**config.mk**
```make
export PLATFORM = sky130hd
export DESIGN_NAME = bit_serial_adder
export DESIGN_NICKNAME = d
export VERILOG_FILES = /design/src/rtl/bit_serial_adder_pkg.sv /design/src/rtl/one_bit_full_adder_structural.sv /design/src/rtl/bit_serial_adder.sv
export SDC_FILE = /design/constraint.sdc
export NUM_CORES = 1
export LEC_CHECK = 0
export ABC_CLOCK_PERIOD_IN_PS = 3200
export CAP_MARGIN = 0
export CORE_ASPECT_RATIO = 0.6
export CORE_MARGIN = 5
export CORE_UTILIZATION = 53
export CTS_CLUSTER_DIAMETER = 100
export CTS_CLUSTER_SIZE = 20
export DETAILED_ROUTE_END_ITERATION = 8
export PLACE_DENSITY = 0.94
export SETUP_SLACK_MARGIN = 0.05
export SYNTH_ARGS = -nofsm -noshare
export SYNTH_HDL_FRONTEND = slang
export SYNTH_HIERARCHICAL = 1
export SYNTH_SLANG_ARGS = --single-unit
```
**constraint.sdc**
```tcl
create_clock -name clk -period 3.2 [get_ports clk]
set_input_delay 0.64 -clock clk [delete_from_list [all_inputs] [get_ports clk]]
set_output_delay 0.64 -clock clk [all_outputs]
set_load 0.01 [all_outputs]
```
**src/rtl/bit_serial_adder_pkg.sv**
```systemverilog
// Shared definitions for the bit-serial adder: FSM state encoding and default width.
package bit_serial_adder_pkg;

  localparam int unsigned DEFAULT_WIDTH = 8;

  // Encodings are kept identical to the former ST_* localparams.
  typedef enum logic [1:0] {
    ST_IDLE = 2'd0,
    ST_RUN  = 2'd1,
    ST_DONE = 2'd2
  } state_t;

endpackage

```
**src/rtl/one_bit_full_adder_structural.sv**
```systemverilog
// Gate-level one-bit full adder cell used as the serial datapath core.
module one_bit_full_adder_structural (
  input  logic A,
  input  logic B,
  input  logic Cin,
  output logic S,
  output logic Cout
);

  logic ab_x;
  logic ab_a;
  logic c_a;

  assign ab_x = A ^ B;
  assign ab_a = A & B;
  assign c_a  = ab_x & Cin;
  assign S    = ab_x ^ Cin;
  assign Cout = ab_a | c_a;

endmodule

```
**src/rtl/bit_serial_adder.sv**
```systemverilog
// WIDTH-bit adder that processes one bit pair per clock, LSB first, through a
// single full adder cell; result presented with a one-cycle done pulse.
module bit_serial_adder
  import bit_serial_adder_pkg::*;
#(
  parameter int unsigned WIDTH = DEFAULT_WIDTH
) (
  input  logic             clk,
  input  logic             rst,
  input  logic             start,
  input  logic [WIDTH-1:0] A,
  input  logic [WIDTH-1:0] B,
  input  logic             Cin,
  output logic             busy,
  output logic             done,
  output logic [WIDTH-1:0] S,
  output logic             Cout
);

  localparam int unsigned CNT_W = $clog2(WIDTH);
  localparam logic [CNT_W-1:0] LAST = CNT_W'(WIDTH - 1);

  state_t           state_q, state_d;
  logic [WIDTH-1:0] sha_q, sha_d;
  logic [WIDTH-1:0] shb_q, shb_d;
  logic [WIDTH-1:0] s_q, s_d;
  logic             carry_q, carry_d;
  logic             cout_q, cout_d;
  logic [CNT_W-1:0] cnt_q, cnt_d;

  logic fa_s;
  logic fa_cout;

  one_bit_full_adder_structural u_fa (
    .A    (sha_q[0]),
    .B    (shb_q[0]),
    .Cin  (carry_q),
    .S    (fa_s),
    .Cout (fa_cout)
  );

  always_ff @(posedge clk) begin
    if (rst) begin
      state_q <= ST_IDLE;
      sha_q   <= '0;
      shb_q   <= '0;
      s_q     <= '0;
      carry_q <= 1'b0;
      cout_q  <= 1'b0;
      cnt_q   <= '0;
    end else begin
      state_q <= state_d;
      sha_q   <= sha_d;
      shb_q   <= shb_d;
      s_q     <= s_d;
      carry_q <= carry_d;
      cout_q  <= cout_d;
      cnt_q   <= cnt_d;
    end
  end

  always_comb begin
    state_d = state_q;
    sha_d   = sha_q;
    shb_d   = shb_q;
    s_d     = s_q;
    carry_d = carry_q;
    cout_d  = cout_q;
    cnt_d   = cnt_q;

    case (state_q)
      ST_IDLE: begin
        if (start) begin
          sha_d   = A;
          shb_d   = B;
          carry_d = Cin;
          cnt_d   = '0;
          s_d     = '0;
          cout_d  = 1'b0;
          state_d = ST_RUN;
        end
      end

      ST_RUN: begin
        // Sum bits enter at the MSB so S is LSB-aligned after WIDTH shifts.
        carry_d = fa_cout;
        s_d     = {fa_s, s_q[WIDTH-1:1]};
        sha_d   = sha_q >> 1;
        shb_d   = shb_q >> 1;
        if (cnt_q == LAST) begin
          cout_d  = fa_cout;
          state_d = ST_DONE;
        end else begin
          cnt_d = cnt_q + CNT_W'(1);
        end
      end

      ST_DONE: state_d = ST_IDLE;

      default: state_d = ST_IDLE;
    endcase
  end

  // Status outputs are decodes of the state register only.
  assign busy = (state_q == ST_RUN);
  assign done = (state_q == ST_DONE);
  assign S    = s_q;
  assign Cout = cout_q;

endmodule

```
==> results of run 1 <==
## where the power goes
| part | internal (mW) | switching (mW) | total (mW) | leakage (nW) |
|---|---|---|---|---|
| logic | 0.0662 | 0.0749 | 0.141 | 0.384 |
| clock network | 0.152 | 0.137 | 0.289 | 0.0422 |
| registers | 0.410 | 0.0179 | 0.428 | 0.255 |
| total | 0.629 | 0.230 | 0.858 | 0.681 |
## critical path: cells and delay by family, from the launching register on
kind / cells / cell delay (ns)
buffers and inverters: 3 / 1.01
and+or+nand+nor: 1 / 0.10
DFF: 1 / 0.50
## metal layers
| layer | GRT usage (%) | vias up | routed length (um) |
|---|---|---|---|
| met5 | 0 | - | 0 |
| met4 | 8.00 | 0 | 49 |
| met3 | 5.89 | 6 | 172 |
| met2 | 25.8 | 30 | 1320 |
| met1 | 19.9 | 559 | 1440 |
| li1 | - | 587 | - |
## path summary, 6_finish.rpt
path	from	to	depth (start not counted)	slack (ns)
worst max-delay path	state_q[0]	busy	4	0.67
worst min-delay path	cnt_q[1]	cnt_q[1]	2	0.48
worst max register to register	cnt_q[0]	cnt_q[0]	5	1.60
worst min register to register	cnt_q[1]	cnt_q[1]	2	0.48
## sequential cells by signal (all words and copies together) (netlist names)
register  count
carry_q       1
shb_q         8
sha_q         8
Cout          1
S             8
state_q       2
cnt_q         3
## cell families (layout without fill, tap and decap cells)
group,Yosys count,after routing,share of synthesized area [%]
flip-flops,31,31,42.8
multiplexers,2,2,1.38
adder cells (fa/ha/maj),4,4,3.97
buffers and inverters,16,44,8.02
AND/OR/NAND/NOR,54,54,16.7
AO/OA/AOI/OAI,46,46,27.2
## cell type report
type	count	area share [%]
Timing Repair Buffer	32	17.6
Multi-Input combinational cell	106	39.8
Inverter	4	1.12
Sequential cell	31	34.7
Tap cell	32	2.24
Clock inverter	1	0.280
Clock buffer	7	4.26
## placed cells by master (no fill, tap or decap), drive strengths merged, types with 2 or more instances in the layout
cell / instances
clkbuf: 7
mux2i: 2
inv: 4
nand3b: 2
o21ai: 3
nand2b: 6
nand2: 16
nor3b: 2
dfxtp: 31
nor2: 26
a22oi: 10
a21oi: 14
clkdlybuf4s50: 30
a211oi: 14
ha: 3
buf: 2
==> flow_metrics.tcl, run 1 <==
set metrics [dict create \
    timing_hold_violations_final 0 \
    grt_resource_usage_total_pct 16.3 \
    number_of_different_library_cells_in_the_post_synthesis_netlist 30 \
    synthesis.instances 153 \
    grt_start_max_net_pins 26 \
    n_antenna_cell 0 \
    hold_path_class "register to register" \
    preCtsSetupSlack_ns 0.973 \
    postPlaceCellArea_mm2 0.00171 \
    fp.dieW_um 77.5 \
    drt_first_iter_violations 48 \
    layout_worst_path_cycle_share_pct 78.9 \
    initial_core_utilization_pct 56.7 \
    cp_slowest_cell "sky130_fd_sc_hd__clkdlybuf4s50_1" \
    synth.area.top_cells "sky130_fd_sc_hd__dfxtp_1 (43%), sky130_fd_sc_hd__a211oi_2 (6.9%), sky130_fd_sc_hd__nor2_1 (6.7%), sky130_fd_sc_hd__a22oi_1 (5.2%), sky130_fd_sc_hd__a21oi_2 (4.8%)" \
    grt_pass1_wl_mm 5.13 \
    grt_pass1_vias 1187 \
    final-seq-area_um2 621 \
    setup_viol 0 \
    cts-htree-levels 2 \
    layout-drive-gt1-share_pct 16.0 \
    fin_cells 213 \
    route.detailed.wl_per_inst_um 14.0 \
    worst-path-max-fanout 25 \
    cts_tree "done" \
    drt_drc_violations_left 0 \
    die-area_mm2 0.00392 \
    setup_tns_ns 0 \
    detailedRoute.firstPassIterationCount 4 \
    cp_data_arrival_time_ns 1.89 \
    cp-start-kind "register" \
    synth_most_common_cell "sky130_fd_sc_hd__dfxtp_1" \
    fin_worst_hold_slack_ns 0.475 \
    route.detailed.vias_per_inst 5.55 \
    cts_inserted_buffers 5 \
    synth_top_cell_area_share_pct 42.8 \
    post-cts-setup-buffers 0 \
    area_growth_syn_to_fin_pct 23.5 \
    per_instance_average_area_after_synthesis_um2 9.48 \
    grt_setup_unrepaired "no" \
    cp_slowest_stage_delay_ns 0.58 \
    crit_path_category "register to output port" \
    dieHeight_um 50.5 \
    postLayoutCellArea_mm2 0.00179 \
    gp_congestion 0.731 \
    num-nets-final 204 \
    final_critical_path_setup_slack_ns 0.674 \
    ys.warnings.count 6 \
    synth_top_area_cell "sky130_fd_sc_hd__dfxtp_1" \
    layout_filler_cell_count 180 \
    ir_drop_mv 0.289 \
    synthesis.nets 177 \
    fin_crit_ns 2.53 \
    design_power_total_mw 0.858 \
    core_region_area_mm2 0.00256 \
    sequential_fraction_of_the_synthesis_area_pct 42.8 \
    syn-cell-area_mm2 0.00145 \
    portBuffers 30 \
    clock_edge_transition_at_the_registers_on_the_reported_setup_and_hold_paths_ns 0.06 \
    route.antenna.remaining_nets 0 \
    slew_headroom_pct 57.0 \
    ctsLongestPathBuffers 2 \
    post_cts_hold_buffer_count 0 \
    achievable-frequency_mhz 396 \
    overall_via_count_from_detail_route 1182 \
    rows 14 \
    synth_edf_count 0 \
    synth_top_flop_cell "sky130_fd_sc_hd__dfxtp_1" \
    wl_final_mm 2.98 \
    clk-insertion-delay-late_ns 0.28 \
    clock_tree.root_cell "sky130_fd_sc_hd__clkbuf_8" \
    multiInputGateArea_um2 713 \
    hpwlAfterDp_mm 2.09 \
    post_cts.resized_instances 0 \
    async_reset_ff_share_pct 0 \
    setup.worst_path.end_class "output port" \
    required_ns 2.56 \
    grt_antenna_before_repair 0 \
    ios 31 \
    clock_sink_count 31 \
    cellLeakagePower_nw 0.681 \
    fin_skew_ns 0.00441 \
    max_cap_viol_count 0 \
    grt_overflow 0 \
    crit_path_cells "nand2b_1 -> buf_4 -> inv_6 -> clkdlybuf4s50_1" \
    postSynthRegisterBits 31 \
    layout.core_utilization_pct 70.0 \
    tightestPinTransition_ns 0.643 \
    slew_viol_final 0 \
    outcome "finished clean" \
    synth.top_cells.by_count "sky130_fd_sc_hd__dfxtp_1 (31), sky130_fd_sc_hd__nor2_1 (26), sky130_fd_sc_hd__nand2_1 (15)" \
    power_density_mw_per_mm2 479 \
    numPlacedInstances 205 \
]
Note: power is estimated with default switching activity, not from simulation.
==> run 2: changes to the inputs <==
--- a/config.mk
+++ b/config.mk
@@ -5,15 +5,15 @@
 export SDC_FILE = /design/constraint.sdc
 export NUM_CORES = 1
 export LEC_CHECK = 0
-export ABC_CLOCK_PERIOD_IN_PS = 3200
+export ABC_CLOCK_PERIOD_IN_PS = 2150
 export CAP_MARGIN = 0
 export CORE_ASPECT_RATIO = 0.6
 export CORE_MARGIN = 5
-export CORE_UTILIZATION = 53
+export CORE_UTILIZATION = 45
 export CTS_CLUSTER_DIAMETER = 100
 export CTS_CLUSTER_SIZE = 20
 export DETAILED_ROUTE_END_ITERATION = 8
-export PLACE_DENSITY = 0.94
+export PLACE_DENSITY = 0.86
 export SETUP_SLACK_MARGIN = 0.05
 export SYNTH_ARGS = -nofsm -noshare
 export SYNTH_HDL_FRONTEND = slang
==> constraint.sdc (replaced) <==
create_clock -name clk -period 2.15 [get_ports clk]
set_input_delay 0.43 -clock clk [delete_from_list [all_inputs] [get_ports clk]]
set_output_delay 0.43 -clock clk [all_outputs]
set_load 0.01 [all_outputs]
==> run 2 against run 1 <==
  * Critical endpoint unchanged
  * Highest routed layer unchanged
  * Via count fell by 0.93%
  * Combinational power rose by 57%
  * Clock power rose by 100%
  * Global-route usage fell by 1.2 points
  * Hold slack improved by 0.0052 ns
  * Clock-buffer cell count fell by 1
  * Sequential power rose by 49%
  * Flip-flop and latch count did not move
  * Clock skew rose by 0.00094 ns
  * Critical path depth fell by 1
  * Register-to-register slack got worse by 1.0 ns
  * Final cell count rose by 8.0%
  * Largest power group unchanged
==> flow_metrics.tcl, run 2 (synthesized netlist as in run 1, its figures left out) <==
set metrics [dict create \
    clk-insertion-delay-late_ns 0.28 \
    grt_overflow 0 \
    postLayoutCellArea_mm2 0.00189 \
    seqPwrFrac_pct 44.0 \
    ir_drop_mv 0.474 \
    design_power_total_mw 1.45 \
    timing_hold_violations_final 0 \
    layout-drive-gt1-share_pct 19.5 \
    route.detailed.vias_per_inst 5.09 \
    multiInputGateArea_um2 713 \
    max_cap_viol_count 0 \
    fin_cells 230 \
    layout_filler_cell_count 272 \
    initial_core_utilization_pct 45.6 \
    num-nets-final 208 \
    cts-htree-levels 2 \
    numPlacedInstances 222 \
    hold_path_startpoint "cnt_q[1]" \
    ios 31 \
    ctsLongestPathBuffers 2 \
    wl_final_mm 3.08 \
    cp_data_arrival_time_ns 1.48 \
    layout.core_utilization_pct 59.3 \
    n_antenna_cell 0 \
    route.detailed.wl_per_inst_um 13.4 \
    setup_tns_ns 0 \
    cp_slowest_cell "sky130_fd_sc_hd__clkdlybuf4s50_1" \
    drt_first_iter_violations 66 \
    grt_pass1_vias 1140 \
    fin_worst_hold_slack_ns 0.480 \
    hpwlAfterDp_mm 2.13 \
    hold-path-endpoint "cnt_q[1]" \
    power.switching_fraction_pct 24.5 \
    cell_internal_pwr_mw 1.09 \
    layout_worst_path_cycle_share_pct 89.0 \
    preCtsSetupSlack_ns 0.330 \
    final_critical_path_setup_slack_ns 0.236 \
    fin_crit_ns 1.91 \
    slew_headroom_pct 73.8 \
    post_cts_hold_buffer_count 0 \
    outcome "finished clean" \
    required_ns 1.72 \
    cellLeakagePower_nw 0.724 \
    grt_setup_unrepaired "no" \
    setup_viol 0 \
    tightestPinTransition_ns 0.394 \
    final_cell_mix "sky130_fd_sc_hd__dfxtp_1 (30), sky130_fd_sc_hd__clkdlybuf4s50_1 (30), sky130_fd_sc_hd__nor2_1 (26)" \
    cts_inserted_buffers 5 \
    routed-wl-met3_um 213 \
    clock_tree.root_cell "sky130_fd_sc_hd__clkbuf_8" \
    detailedRoute.firstPassIterationCount 4 \
    area_growth_syn_to_fin_pct 30.1 \
    cp-start-kind "register" \
    hold_path_class "register to register" \
    grt_pass1_wl_mm 5.32 \
    regToRegSetupSlack_ns 0.58 \
    fin_skew_ns 0.00535 \
    met2_wirelength_mm 1.34 \
    postPlaceCellArea_mm2 0.00177 \
    clock_edge_transition_at_the_registers_on_the_reported_setup_and_hold_paths_ns 0.06 \
    achievable-frequency_mhz 522 \
    dieHeight_um 54.0 \
    top_signal_layer_used "met4" \
    overall_via_count_from_detail_route 1171 \
    crit_path_cells "nand2b_1 -> inv_6 -> clkdlybuf4s50_1" \
    power_density_mw_per_mm2 768 \
    met1_length_mm 1.50 \
    cp_slowest_stage_delay_ns 0.52 \
    p_clk_share_pct 40.7 \
    grt_start_max_net_pins 25 \
    regToRegEndpoint "cnt_q[1]" \
    grt_antenna_before_repair 0 \
    crit-reg2reg-launch "cnt_q[0]" \
    post_cts.resized_instances 0 \
    setup.worst_path.end_class "output port" \
    route.antenna.remaining_nets 0 \
    drt_drc_violations_left 0 \
    r2r.worst_path.cells 5 \
    post-cts-setup-buffers 0 \
    core_region_area_mm2 0.00318 \
    power.share.combinational_pct 15.3 \
    worst-path-max-fanout 9 \
    portBuffers 30 \
    p_sw_mw 0.355 \
    final-seq-area_um2 622 \
    grt_resource_usage_total_pct 15.1 \
    whs_path_depth 2 \
    fp.dieW_um 83.3 \
    rows 16 \
    slew_viol_final 0 \
    clock_sink_count 31 \
    crit_path_category "register to output port" \
    cts_tree "done" \
    die-area_mm2 0.00449 \
    gp_congestion 0.772 \
    cp-startpoint "state_q[0]" \
]
run 2: cell count changes in the layout (fill, tap and decap cells not counted), sizes merged:
cell / previous run / this run
buf: 2 / 6
bufinv: 0 / 1
clkbuf: 7 / 6
run 2: layout make-up:
| type | count | area share (%) |
|---|---|---|
| sequential | 31 | 33.0 |
| multi-input combinational | 106 | 37.8 |
| tap | 45 | 2.98 |
| clock inverter | 2 | 1.86 |
| inverter | 4 | 1.06 |
| clock buffer | 6 | 4.38 |
| timing repair buffer | 36 | 19.0 |
run 2: metal layers:
layer | global-route usage [%] | up-vias
met5 | 0 | -
met4 | 5.71 | 0
met3 | 5.96 | 3
met2 | 22.1 | 27
met1 | 20.2 | 550
li1 | - | 591
run 2: critical path, delay by kind of cell (launching register included):
family                 cells  cell delay [ns]
buffers and inverters      2             0.60
DFF                        1             0.43
and+or+nand+nor            1             0.17
run 2: power groups by stage:
stage	Sequential, mW	Combinational, mW	Clock (mW)
floorplan	0.642	0.159	0
CTS	0.637	0.224	0.606
finish	0.638	0.221	0.590
detailed placement	0.649	0.221	0
global route	0.642	0.244	0.634
global placement	0.648	0.218	0
run 2: worst max-delay path by stage:
stage	end	slack [ns]	depth (start not counted)
after floorplan	cnt_q[1]	0.78	5
after global placement	Cout	0.37	4
after detailed placement	shb_q[1]	0.33	5
after CTS	busy	0.08	3
after global routing	busy	0.16	3
final	busy	0.24	3
